--- src/rtl/adc_spi_pkg.sv ---
// Shared constants, state type and command-bit helper for the MCP3202-style ADC reader.
package adc_spi_pkg;

  localparam int ADC_W           = 12;
  localparam int FRAME_BITS      = 17;
  localparam int CMD_BITS        = 4;
  localparam int DATA_FIRST_RISE = 6;

  localparam logic CMD_START = 1'b1;
  localparam logic CMD_SGL   = 1'b1;
  localparam logic CMD_MSBF  = 1'b1;

  typedef enum logic [2:0] {
    IDLE,
    CS_SETUP,
    SHIFT,
    CS_HOLD,
    GAP
  } adc_state_t;

  // Din value presented for a given rising-edge number (1-based); zero after the command.
  function automatic logic cmd_bit(input logic [4:0] rise, input logic ch);
    logic b;
    b = 1'b0;
    if (rise <= 5'(CMD_BITS)) begin
      case (rise)
        5'd1:    b = CMD_START;
        5'd2:    b = CMD_SGL;
        5'd3:    b = ch;
        5'd4:    b = CMD_MSBF;
        default: b = 1'b0;
      endcase
    end
    return b;
  endfunction

endpackage

--- src/rtl/adc_spi_reader_if.sv ---
// SPI pin bundle between the reader (master) and the ADC (slave).
interface adc_spi_reader_if;
  logic sclk;
  logic cs_n;
  logic mosi;
  logic miso;

  modport master (output sclk, output cs_n, output mosi, input miso);
  modport slave  (input sclk, input cs_n, input mosi, output miso);
endinterface

--- src/rtl/adc_spi_reader_sclk_tick_gen.sv ---
// SCLK generator: CLK_DIV clk cycles per half period, low first, idle low while run=0.
module sclk_tick_gen #(
  parameter int CLK_DIV = 4
) (
  input  logic clk,
  input  logic reset,
  input  logic run,
  output logic sclk,
  output logic rise_tick,
  output logic fall_tick
);

  localparam int CW = $clog2(CLK_DIV);

  if (CLK_DIV < 2) begin : g_div_chk
    $error("sclk_tick_gen: CLK_DIV must be >= 2");
  end

  logic [CW-1:0] cnt_q, cnt_d;
  logic          sclk_q, sclk_d;
  logic          half_end;

  always_comb begin
    half_end  = run && (cnt_q == CW'(CLK_DIV - 1));
    rise_tick = half_end && !sclk_q;
    fall_tick = half_end && sclk_q;
    cnt_d     = cnt_q + CW'(1);
    sclk_d    = sclk_q;
    if (!run) begin
      cnt_d  = '0;
      sclk_d = 1'b0;
    end else if (half_end) begin
      cnt_d  = '0;
      sclk_d = !sclk_q;
    end
  end

  always_ff @(posedge clk) begin
    if (reset) begin
      cnt_q  <= '0;
      sclk_q <= 1'b0;
    end else begin
      cnt_q  <= cnt_d;
      sclk_q <= sclk_d;
    end
  end

  assign sclk = sclk_q;

endmodule

--- src/rtl/adc_spi_reader.sv ---
// SPI master for a 2-channel 12-bit ADC, converting ch0/ch1 alternately.
// Optional build macro ADC_AVG_EN: publish the 4-sample moving average per channel.
module adc_spi_reader
  import adc_spi_pkg::*;
#(
  parameter int CLK_DIV = 4,
  parameter int GAP_CYC = 16
) (
  input  logic                    clk,
  input  logic                    reset,
  input  logic                    enable,
  adc_spi_reader_if.master        spi,
  output logic [ADC_W-1:0]        p1data,
  output logic [ADC_W-1:0]        p2data,
  output logic                    p1_valid,
  output logic                    p2_valid,
  output logic                    busy
);

  localparam int CNT_MAX = (CLK_DIV > GAP_CYC) ? CLK_DIV : GAP_CYC;
  localparam int CNT_W   = $clog2(CNT_MAX + 1);

  if (GAP_CYC < 1) begin : g_gap_chk
    $error("adc_spi_reader: GAP_CYC must be >= 1");
  end

  adc_state_t       state_q, state_d;
  logic [CNT_W-1:0] cyc_q, cyc_d;
  logic [4:0]       bit_cnt_q, bit_cnt_d;
  logic [ADC_W-1:0] sh_q, sh_d;
  logic             ch_q, ch_d;
  logic             mosi_q, mosi_d;
  logic             cs_n_q, cs_n_d;
  logic [ADC_W-1:0] p1data_q, p1data_d, p2data_q, p2data_d;
  logic             p1_valid_q, p1_valid_d, p2_valid_q, p2_valid_d;
  logic [ADC_W-1:0] result, pub;
  logic             sclk_w, rise_tick, fall_tick;

`ifdef ADC_AVG_EN
  logic [ADC_W-1:0] hist_q [2][4];
  logic [ADC_W-1:0] hist_d [2][4];
  logic [ADC_W+1:0] sum_q  [2];
  logic [ADC_W+1:0] sum_d  [2];

  function automatic logic [ADC_W-1:0] avg4(input logic [ADC_W+1:0] s);
    return s[ADC_W+1:2];
  endfunction
`endif

  sclk_tick_gen #(.CLK_DIV(CLK_DIV)) u_tick (
    .clk       (clk),
    .reset     (reset),
    .run       (state_q == SHIFT),
    .sclk      (sclk_w),
    .rise_tick (rise_tick),
    .fall_tick (fall_tick)
  );

  always_comb begin
    state_d    = state_q;
    cyc_d      = cyc_q;
    bit_cnt_d  = bit_cnt_q;
    sh_d       = sh_q;
    ch_d       = ch_q;
    mosi_d     = mosi_q;
    cs_n_d     = cs_n_q;
    p1data_d   = p1data_q;
    p2data_d   = p2data_q;
    p1_valid_d = 1'b0;
    p2_valid_d = 1'b0;
    result     = {sh_q[ADC_W-2:0], spi.miso};
    pub        = result;
`ifdef ADC_AVG_EN
    hist_d = hist_q;
    sum_d  = sum_q;
`endif
    case (state_q)
      IDLE: begin
        cs_n_d = 1'b1;
        mosi_d = 1'b0;
        if (enable) begin
          state_d = CS_SETUP;
          cyc_d   = '0;
          cs_n_d  = 1'b0;
          mosi_d  = CMD_START;
        end
      end
      CS_SETUP: begin
        if (cyc_q == CNT_W'(CLK_DIV - 1)) begin
          state_d   = SHIFT;
          bit_cnt_d = '0;
        end else begin
          cyc_d = cyc_q + CNT_W'(1);
        end
      end
      SHIFT: begin
        // Rises before DATA_FIRST_RISE carry command echo / null bit and are not kept.
        if (rise_tick) begin
          bit_cnt_d = bit_cnt_q + 5'd1;
          if (bit_cnt_q + 5'd1 >= 5'(DATA_FIRST_RISE)) sh_d = result;
          if (bit_cnt_q == 5'(FRAME_BITS - 1)) begin
`ifdef ADC_AVG_EN
            sum_d[ch_q]     = sum_q[ch_q] - (ADC_W+2)'(hist_q[ch_q][3]) + (ADC_W+2)'(result);
            hist_d[ch_q][0] = result;
            hist_d[ch_q][1] = hist_q[ch_q][0];
            hist_d[ch_q][2] = hist_q[ch_q][1];
            hist_d[ch_q][3] = hist_q[ch_q][2];
            pub             = avg4(sum_d[ch_q]);
`endif
            if (ch_q) begin
              p2data_d   = pub;
              p2_valid_d = 1'b1;
            end else begin
              p1data_d   = pub;
              p1_valid_d = 1'b1;
            end
          end
        end
        if (fall_tick) begin
          mosi_d = cmd_bit(bit_cnt_q + 5'd1, ch_q);
          if (bit_cnt_q == 5'(FRAME_BITS)) begin
            state_d = CS_HOLD;
            cyc_d   = '0;
          end
        end
      end
      CS_HOLD: begin
        if (cyc_q == CNT_W'(CLK_DIV - 1)) begin
          state_d = GAP;
          cyc_d   = '0;
          cs_n_d  = 1'b1;
          ch_d    = !ch_q;
        end else begin
          cyc_d = cyc_q + CNT_W'(1);
        end
      end
      GAP: begin
        if (cyc_q == CNT_W'(GAP_CYC - 1)) begin
          cyc_d = '0;
          if (enable) begin
            state_d = CS_SETUP;
            cs_n_d  = 1'b0;
            mosi_d  = CMD_START;
          end else begin
            state_d = IDLE;
          end
        end else begin
          cyc_d = cyc_q + CNT_W'(1);
        end
      end
      default: state_d = IDLE;
    endcase
  end

  always_ff @(posedge clk) begin
    if (reset) begin
      state_q    <= IDLE;
      cyc_q      <= '0;
      bit_cnt_q  <= '0;
      sh_q       <= '0;
      ch_q       <= 1'b0;
      mosi_q     <= 1'b0;
      cs_n_q     <= 1'b1;
      p1data_q   <= '0;
      p2data_q   <= '0;
      p1_valid_q <= 1'b0;
      p2_valid_q <= 1'b0;
    end else begin
      state_q    <= state_d;
      cyc_q      <= cyc_d;
      bit_cnt_q  <= bit_cnt_d;
      sh_q       <= sh_d;
      ch_q       <= ch_d;
      mosi_q     <= mosi_d;
      cs_n_q     <= cs_n_d;
      p1data_q   <= p1data_d;
      p2data_q   <= p2data_d;
      p1_valid_q <= p1_valid_d;
      p2_valid_q <= p2_valid_d;
    end
  end

`ifdef ADC_AVG_EN
  always_ff @(posedge clk) begin
    if (reset) begin
      for (int c = 0; c < 2; c++) begin
        sum_q[c] <= '0;
        for (int k = 0; k < 4; k++) hist_q[c][k] <= '0;
      end
    end else begin
      sum_q  <= sum_d;
      hist_q <= hist_d;
    end
  end
`endif

  assign spi.sclk = sclk_w;
  assign spi.cs_n = cs_n_q;
  assign spi.mosi = mosi_q;
  assign p1data   = p1data_q;
  assign p2data   = p2data_q;
  assign p1_valid = p1_valid_q;
  assign p2_valid = p2_valid_q;
  assign busy     = (state_q != IDLE);

endmodule

--- src/flat_wrapper.sv ---
// flat-port wrapper written by rule: the top's interface ports become plain ports
module adc_spi_reader_flat import adc_spi_pkg::*;
#(
  parameter int CLK_DIV = 4,
  parameter int GAP_CYC = 16
)
  (clk, reset, enable, p1data, p2data, p1_valid, p2_valid, busy, spi_sclk, spi_cs_n, spi_mosi, spi_miso);
  adc_spi_reader_if spi_i ();
  input  logic clk;
  input  logic reset;
  input  logic enable;
  output logic [ADC_W-1:0] p1data;
  output logic [ADC_W-1:0] p2data;
  output logic p1_valid;
  output logic p2_valid;
  output logic busy;
  output wire logic [$bits(spi_i.sclk)-1:0] spi_sclk;
  output wire logic [$bits(spi_i.cs_n)-1:0] spi_cs_n;
  output wire logic [$bits(spi_i.mosi)-1:0] spi_mosi;
  input wire logic [$bits(spi_i.miso)-1:0] spi_miso;
  assign spi_sclk = spi_i.sclk;
  assign spi_cs_n = spi_i.cs_n;
  assign spi_mosi = spi_i.mosi;
  assign spi_i.miso = spi_miso;
  adc_spi_reader #(.CLK_DIV(CLK_DIV), .GAP_CYC(GAP_CYC)) u_core (.clk(clk), .reset(reset), .enable(enable), .spi(spi_i), .p1data(p1data), .p2data(p2data), .p1_valid(p1_valid), .p2_valid(p2_valid), .busy(busy));
endmodule
--- config.mk ---
export PLATFORM = sky130hd
export DESIGN_NAME = adc_spi_reader_flat
export DESIGN_NICKNAME = d
export VERILOG_FILES = /design/src/rtl/adc_spi_pkg.sv /design/src/rtl/adc_spi_reader_if.sv /design/src/rtl/adc_spi_reader_sclk_tick_gen.sv /design/src/rtl/adc_spi_reader.sv /design/src/flat_wrapper.sv
export SDC_FILE = /design/constraint.sdc
export NUM_CORES = 1
export LEC_CHECK = 0
export CAP_MARGIN = 5
export CORE_AREA = 2 2 88 73
export CTS_BUF_LIST = sky130_fd_sc_hd__clkbuf_2
export CTS_CLUSTER_SIZE = 16
export DETAILED_ROUTE_END_ITERATION = 10
export DIE_AREA = 0 0 90 75
export GPL_ROUTABILITY_DRIVEN = 0
export GPL_TIMING_DRIVEN = 0
export PLACE_DENSITY_LB_ADDON = 0.08
export SLEW_MARGIN = 20
export SYNTH_ARGS = -nofsm -noshare
export SYNTH_HDL_FRONTEND = slang
export SYNTH_SLANG_ARGS = --single-unit
--- constraint.sdc ---
create_clock -name clk -period 2.4 [get_ports clk]
set_clock_uncertainty 0.2 [all_clocks]
set_input_delay 0.48 -clock clk [delete_from_list [all_inputs] [get_ports clk]]
set_output_delay 0.48 -clock clk [all_outputs]
set_load 0.02 [all_outputs]
* Word-level counts from Yosys, hierarchy flattened *
Cells that the tools add are included.

cells by class
  $add $sub $neg = 3
  order comparisons = 2
  eq/ne operators = 22
  mux-type cells = 32
  bitwise gates (word level) = 4
  reductions and logical operators = 24

operators with widths
  cell                   number
  $mux W5                8
  $pmux W5 S5            1
  $mux W3                6
  $reduce_and A4 Y1      4
  $eq A5 B2 Y1 const B   3
  $pmux W3 S5            1
  $mux W1                12
  $ne A2 B1 Y1 const B   6
  $add A5 B1 Y5 const B  2
  $eq A5 B5 Y1 const B   2
  $pmux W5 S2            1
  $reduce_bool A3 Y1     3
  $eq A3 B2 Y1 const B   2
  $ne A2 B2 Y1 const B   3
  $pmux W1 S3            2
  $reduce_and A3 Y1      2
  $reduce_and A6 Y1      1
  $reduce_or A3 Y1       2
  $eq A5 B1 Y1 const B   1
  $eq A5 B3 Y1 const B   1
  $eq A5 B4 Y1 const B   1
  $ge A5 B3 Y1 const B   1
  $le A5 B3 Y1 const B   1
  $reduce_and A5 Y1      1
  14 further kinds       20

word-level totals
  flip-flop bits (word level) = 56
  input port bits = 4
  logic and storage cells = 100

* Depth between registers and ports, before layout *
  depth in word-level cells = 7
  mapped depth = 9
  gate-level depth less buffers = 9

* Hierarchy *
From an unflattened synthesis, not the netlist that was laid out.

second synthesis, totals
  cell total of the unflattened synthesis = 274
  area total of the unflattened synthesis = 2,598.7 um^2

modules (own cells, without submodules)
  module          times used  cells an instance  area each (um^2)
  adc_spi_reader  1           262                2,479.9
  sclk_tick_gen   1           12                 118.9

* Worst setup path after synthesis *
OpenSTA, ideal clock, no wires.

  kind = reg-to-reg
  start = register u_core.cyc_q[0]
  end = register u_core.cyc_q[2]
  setup time = 71 ps
  arrival = 1,784 ps
  slack = 345 ps
  stages on the path, launching flop included = 9
  cell sequence = dfxtp_1 ha_1 nand3_1 inv_1 ha_1 nor4b_2 a21oi_1 or3b_1 a21oi_1

between the ends
  longest elaborated chain between the ends = 3
  elaborated cells on any way between the ends = 9
  classes of those cells = add/sub: 1; eq/ne: 3; mux: 4; reduce/logical: 1

RTL lines
  item                                              RTL line                                                            text
  start, declared                                   adc_spi_reader.sv:28                                                logic [CNT_W-1:0] cyc_q, cyc_d;
  start signal, assigned                            adc_spi_reader.sv:170                                               cyc_q <= cyc_d;
  $add A5 B1 Y5 (tied with other cells)             adc_spi_reader.sv:93, adc_spi_reader.sv:134, adc_spi_reader.sv:148
  $mux W5 (tied with other cells)                   adc_spi_reader.sv:138                                               if (cyc_q == CNT_W'(GAP_CYC - 1)) begin
  $pmux W5 S5 or $reduce_and A5 Y1 (tied branches)  -

Parallel ways exist; a longest one is shown, timed or not. The select of a mux whose other input is x is not followed.
A chain may end at the register's enable or synchronous reset.

* Worst setup path after layout *
  start = register u_core.state_q[2]
  end = output busy

between the ends
  longest elaborated chain between the ends = 1

RTL lines
  item                    RTL line               text
  start, declared         adc_spi_reader.sv:27   adc_state_t state_q, state_d;
  start signal, assigned  adc_spi_reader.sv:169  state_q <= state_d;
  $reduce_bool A3 Y1      adc_spi_reader.sv:204  assign busy = (state_q != IDLE);
  end, declared           flat_wrapper.sv:16     output logic busy;

No other way between the ends.

==> impl_metrics.py <==
metrics = {
    "run_status": {
        "status": "completed",
    },
    "cells_and_area": {
        "final_nets": 320,
        "diodes": 0,
        "syn_to_final_growth_pct": 19.3,
        "fillers": 546,
        "layout-drive-gt1-share_pct": 11.4,
        "fin_cells": 389,
    },
    "placed_design": {
        "numPlacedInstances": 381,
        "portBuffers": 32,
        "dpl.hpwl_um": 3770,
    },
    "floorplan": {
        "num_rows": 25,
        "dieHeight_um": 75,
        "start_util_pct": 44.7,
        "io_pins": 34,
        "die_x_um": 90,
        "die_area_um2": 6750,
        "core_um2": 5820,
    },
    "timing": {
        "period_share_pct": 94.2,
        "setup_viol_count_final": 0,
        "max_freq_mhz": 443,
        "finalSetupTns_ns": 0,
        "period_needed_ns": 2.26,
        "rsz0062_at_grt": "no",
        "relSlewSlack_pct": 61.7,
        "slew_viol_final": 0,
        "worstMarginPinSlew_ns": 0.574,
        "whs_ns": 0.240,
        "finalHoldViolCount": 0,
    },
    "route": {
        "drtPass1Iterations": 4,
        "viasPerCell": 4.98,
        "vias": 1938,
        "drc": 0,
        "wirelength_um": 5230,
        "wl_per_cell_um": 13.4,
        "drtIter0Drc": 140,
        "detail-route-antenna-nets": 0,
    },
    "setup_path": {
        "r2r_start": "u_core.cyc_q[0]",
        "critPathCaptureType": "output pin",
        "rrSetupSlack_ns": 0.17,
        "worstSetupPathType": "reg -> out",
        "slowest_stage": "dfxtp_1",
        "cp.required_ns": 1.72,
        "crit_path_cell_trace": "buf_2 > nor3_4 > inv_1 > dlygate4sd2_1",
        "crit_start": "u_core.state_q[2]",
        "start_kind": "flip-flop",
        "critPathArrivalTime_ns": 1.58,
        "critPathMaxFanout": 10,
        "crit_path_max_incr_delay_ns": 0.36,
    },
    "power": {
        "internal_power_mw": 1.08,
        "p_seq_share_pct": 64.5,
        "p_sw_share_pct": 27.0,
        "clockPowerShare_pct": 25.3,
        "power.leakage_nw": 1.33,
        "combPwrFrac_pct": 10.2,
        "max-vdd-ir-drop_mv": 0.316,
        "switchingPower_mw": 0.398,
        "powerDensity_nw_per_um2": 476,
    },
    "clocking": {
        "clockBufferDepth": 2,
        "clock_latency_ns": 0.43,
        "cts_tree": "built",
        "path_clk_slew_ns": 0.29,
        "htreeDepth": 2,
        "clock_sinks": 56,
        "cts-hold-fix-buffers": 0,
        "cts_buffers": 5,
        "ctsRootBufferMaster": "clkbuf_2",
    },
    "logic_synthesis": {
        "ys_async_sr_fraction_pct": 0,
        "synth.top_cell.area_share_pct": 43.1,
        "ys_seq_area_share_pct": 43.1,
        "synth_seq_cells": 56,
        "syn_area_per_cell_um2": 9.70,
        "synth.cell_area_um2": 2600,
        "netlist_instances": 268,
        "yosysMostFrequentCell": "nor2_1",
        "synth_fp_nets": 281,
        "synth_ff_type": "dfxtp_1",
        "ys_types": 49,
        "synthTopCellsByArea": "dfxtp_1 (43%), mux2i_1 (14%), nor2_1 (8.4%)",
        "synth_edf_count": 0,
        "synthTopCellsByCount": "nor2_1 (58), dfxtp_1 (56), mux2i_1 (36), a21oi_1 (14), nand2_1 (12)",
        "yosys_warnings": 0,
        "yosysTopAreaCell": "dfxtp_1",
    },
    "run": {
        "cap_violations": 0,
    },
    "worst_hold_path": {
        "hold_class": "in -> reg",
        "hp-start": "reset",
    },
    "global_route": {
        "grt_pass1_wl_um": 8710,
        "grt_overflow_total": 0,
        "antenna_found_initial": 0,
        "grt_max_degree": 18,
        "grt_use_total_pct": 16.2,
        "first_global_vias": 1753,
    },
}
==> metal layers <==
layer	routed length (um)	track usage (%)
met4	28	4.10
met3	214	3.70
met1	2790	23.8
met5	0	0
met2	2190	24.3
==> logic make-up (layout without fill, tap and decap cells) <==
logic type / after synthesis / in the layout / synth area share [%]
simple gates: 106 / 106 / 22.4
flops: 56 / 56 / 43.1
mux: 36 / 36 / 13.9
compound gates: 32 / 32 / 9.00
buf+inv: 23 / 63 / 5.20
fa+ha+maj: 9 / 9 / 4.33
xor+xnor: 6 / 6 / 2.02
==> timing repair <==
action                                  in CTS  in global routing
setup buffers                                0                  0
resized for setup                            4                  5
endpoints found under the setup margin       1                 14
gates cloned                                 0                  0
==> placed cells by master, fill, tap and decap left out, types with 3 or more instances in the layout <==
| master | n |
|---|---|
| clkdlybuf4s50_1 | 31 |
| buf_6 | 5 |
| o21ai_0 | 4 |
| nor2_1 | 58 |
| clkbuf_2 | 6 |
| xnor2_1 | 4 |
| dfxtp_1 | 53 |
| ha_1 | 9 |
| inv_1 | 6 |
| nor2b_1 | 3 |
| nand3_1 | 7 |
| mux2i_1 | 36 |
| a21oi_1 | 14 |
| clkbuf_1 | 7 |
| nand2_1 | 12 |
| buf_2 | 3 |
==> state kept, by name, indices dropped and copies added, names as in the netlist <==
register and flops:
u_core.cyc_q 5, u_core.ch_q 1, u_core.p1_valid 1, u_core.u_tick.sclk 1
u_core.p2data 12, u_core.state_q 3, u_core.spi.mosi 1, u_core.p2_valid 1
u_core.sh_q 11, u_core.p1data 12, u_core.spi.cs_n 1, u_core.bit_cnt_q 5
u_core.u_tick.cnt_q 2
==> power by group through the flow <==
stage / registers, mW / logic [mW] / clock network [mW]
2_1_floorplan: 0.973 / 0.100 / 0
3_3_place_gp: 0.970 / 0.147 / 0
3_5_place_dp: 0.970 / 0.147 / 0
4_1_cts: 0.954 / 0.146 / 0.402
5_1_grt: 0.956 / 0.167 / 0.438
6_report: 0.952 / 0.151 / 0.374
==> area by class of cell <==
type	instances	area (um2)	area share, %
sequential	56	1130	36.4
timing repair buffer	32	319	10.3
clock inverter	2	16.3	0.525
tap	81	101	3.27
clock buffer	6	30.0	0.969
inverter	6	22.5	0.726
buffer	17	113	3.63
multi-input combinational	189	1370	44.2
==> metrics by stage <==
step / utilization, % / total power [mW] / area, um2 / worst slack [ns]
after floorplan: - / 1.07 / 2600 / 0.345
after global placement: 51.9 / 1.12 / 3020 / 0.142
after detailed placement: 51.9 / 1.12 / 3020 / 0.118
after CTS: 52.8 / 1.50 / 3070 / 0.0720
after global routing: 53.3 / 1.56 / 3100 / 0.00399
final: 53.3 / 1.48 / 3100 / 0.140
==> final timing paths <==
| kind | to | cells after the start |
|---|---|---|
| max reg2reg | u_core.cyc_q[2] | 8 |
| min reg2reg | u_core.u_tick.cnt_q[0] | 1 |
| max | busy | 4 |
| min | u_core.spi.cs_n | 2 |
==> worst max-delay path, delay by kind of cell, from the launching register on <==
kind | cells | cell delay, ns
flops | 1 | 0.36
buf+inv | 3 | 0.56
simple gates | 1 | 0.23
Power figures use the tool's default switching activity.
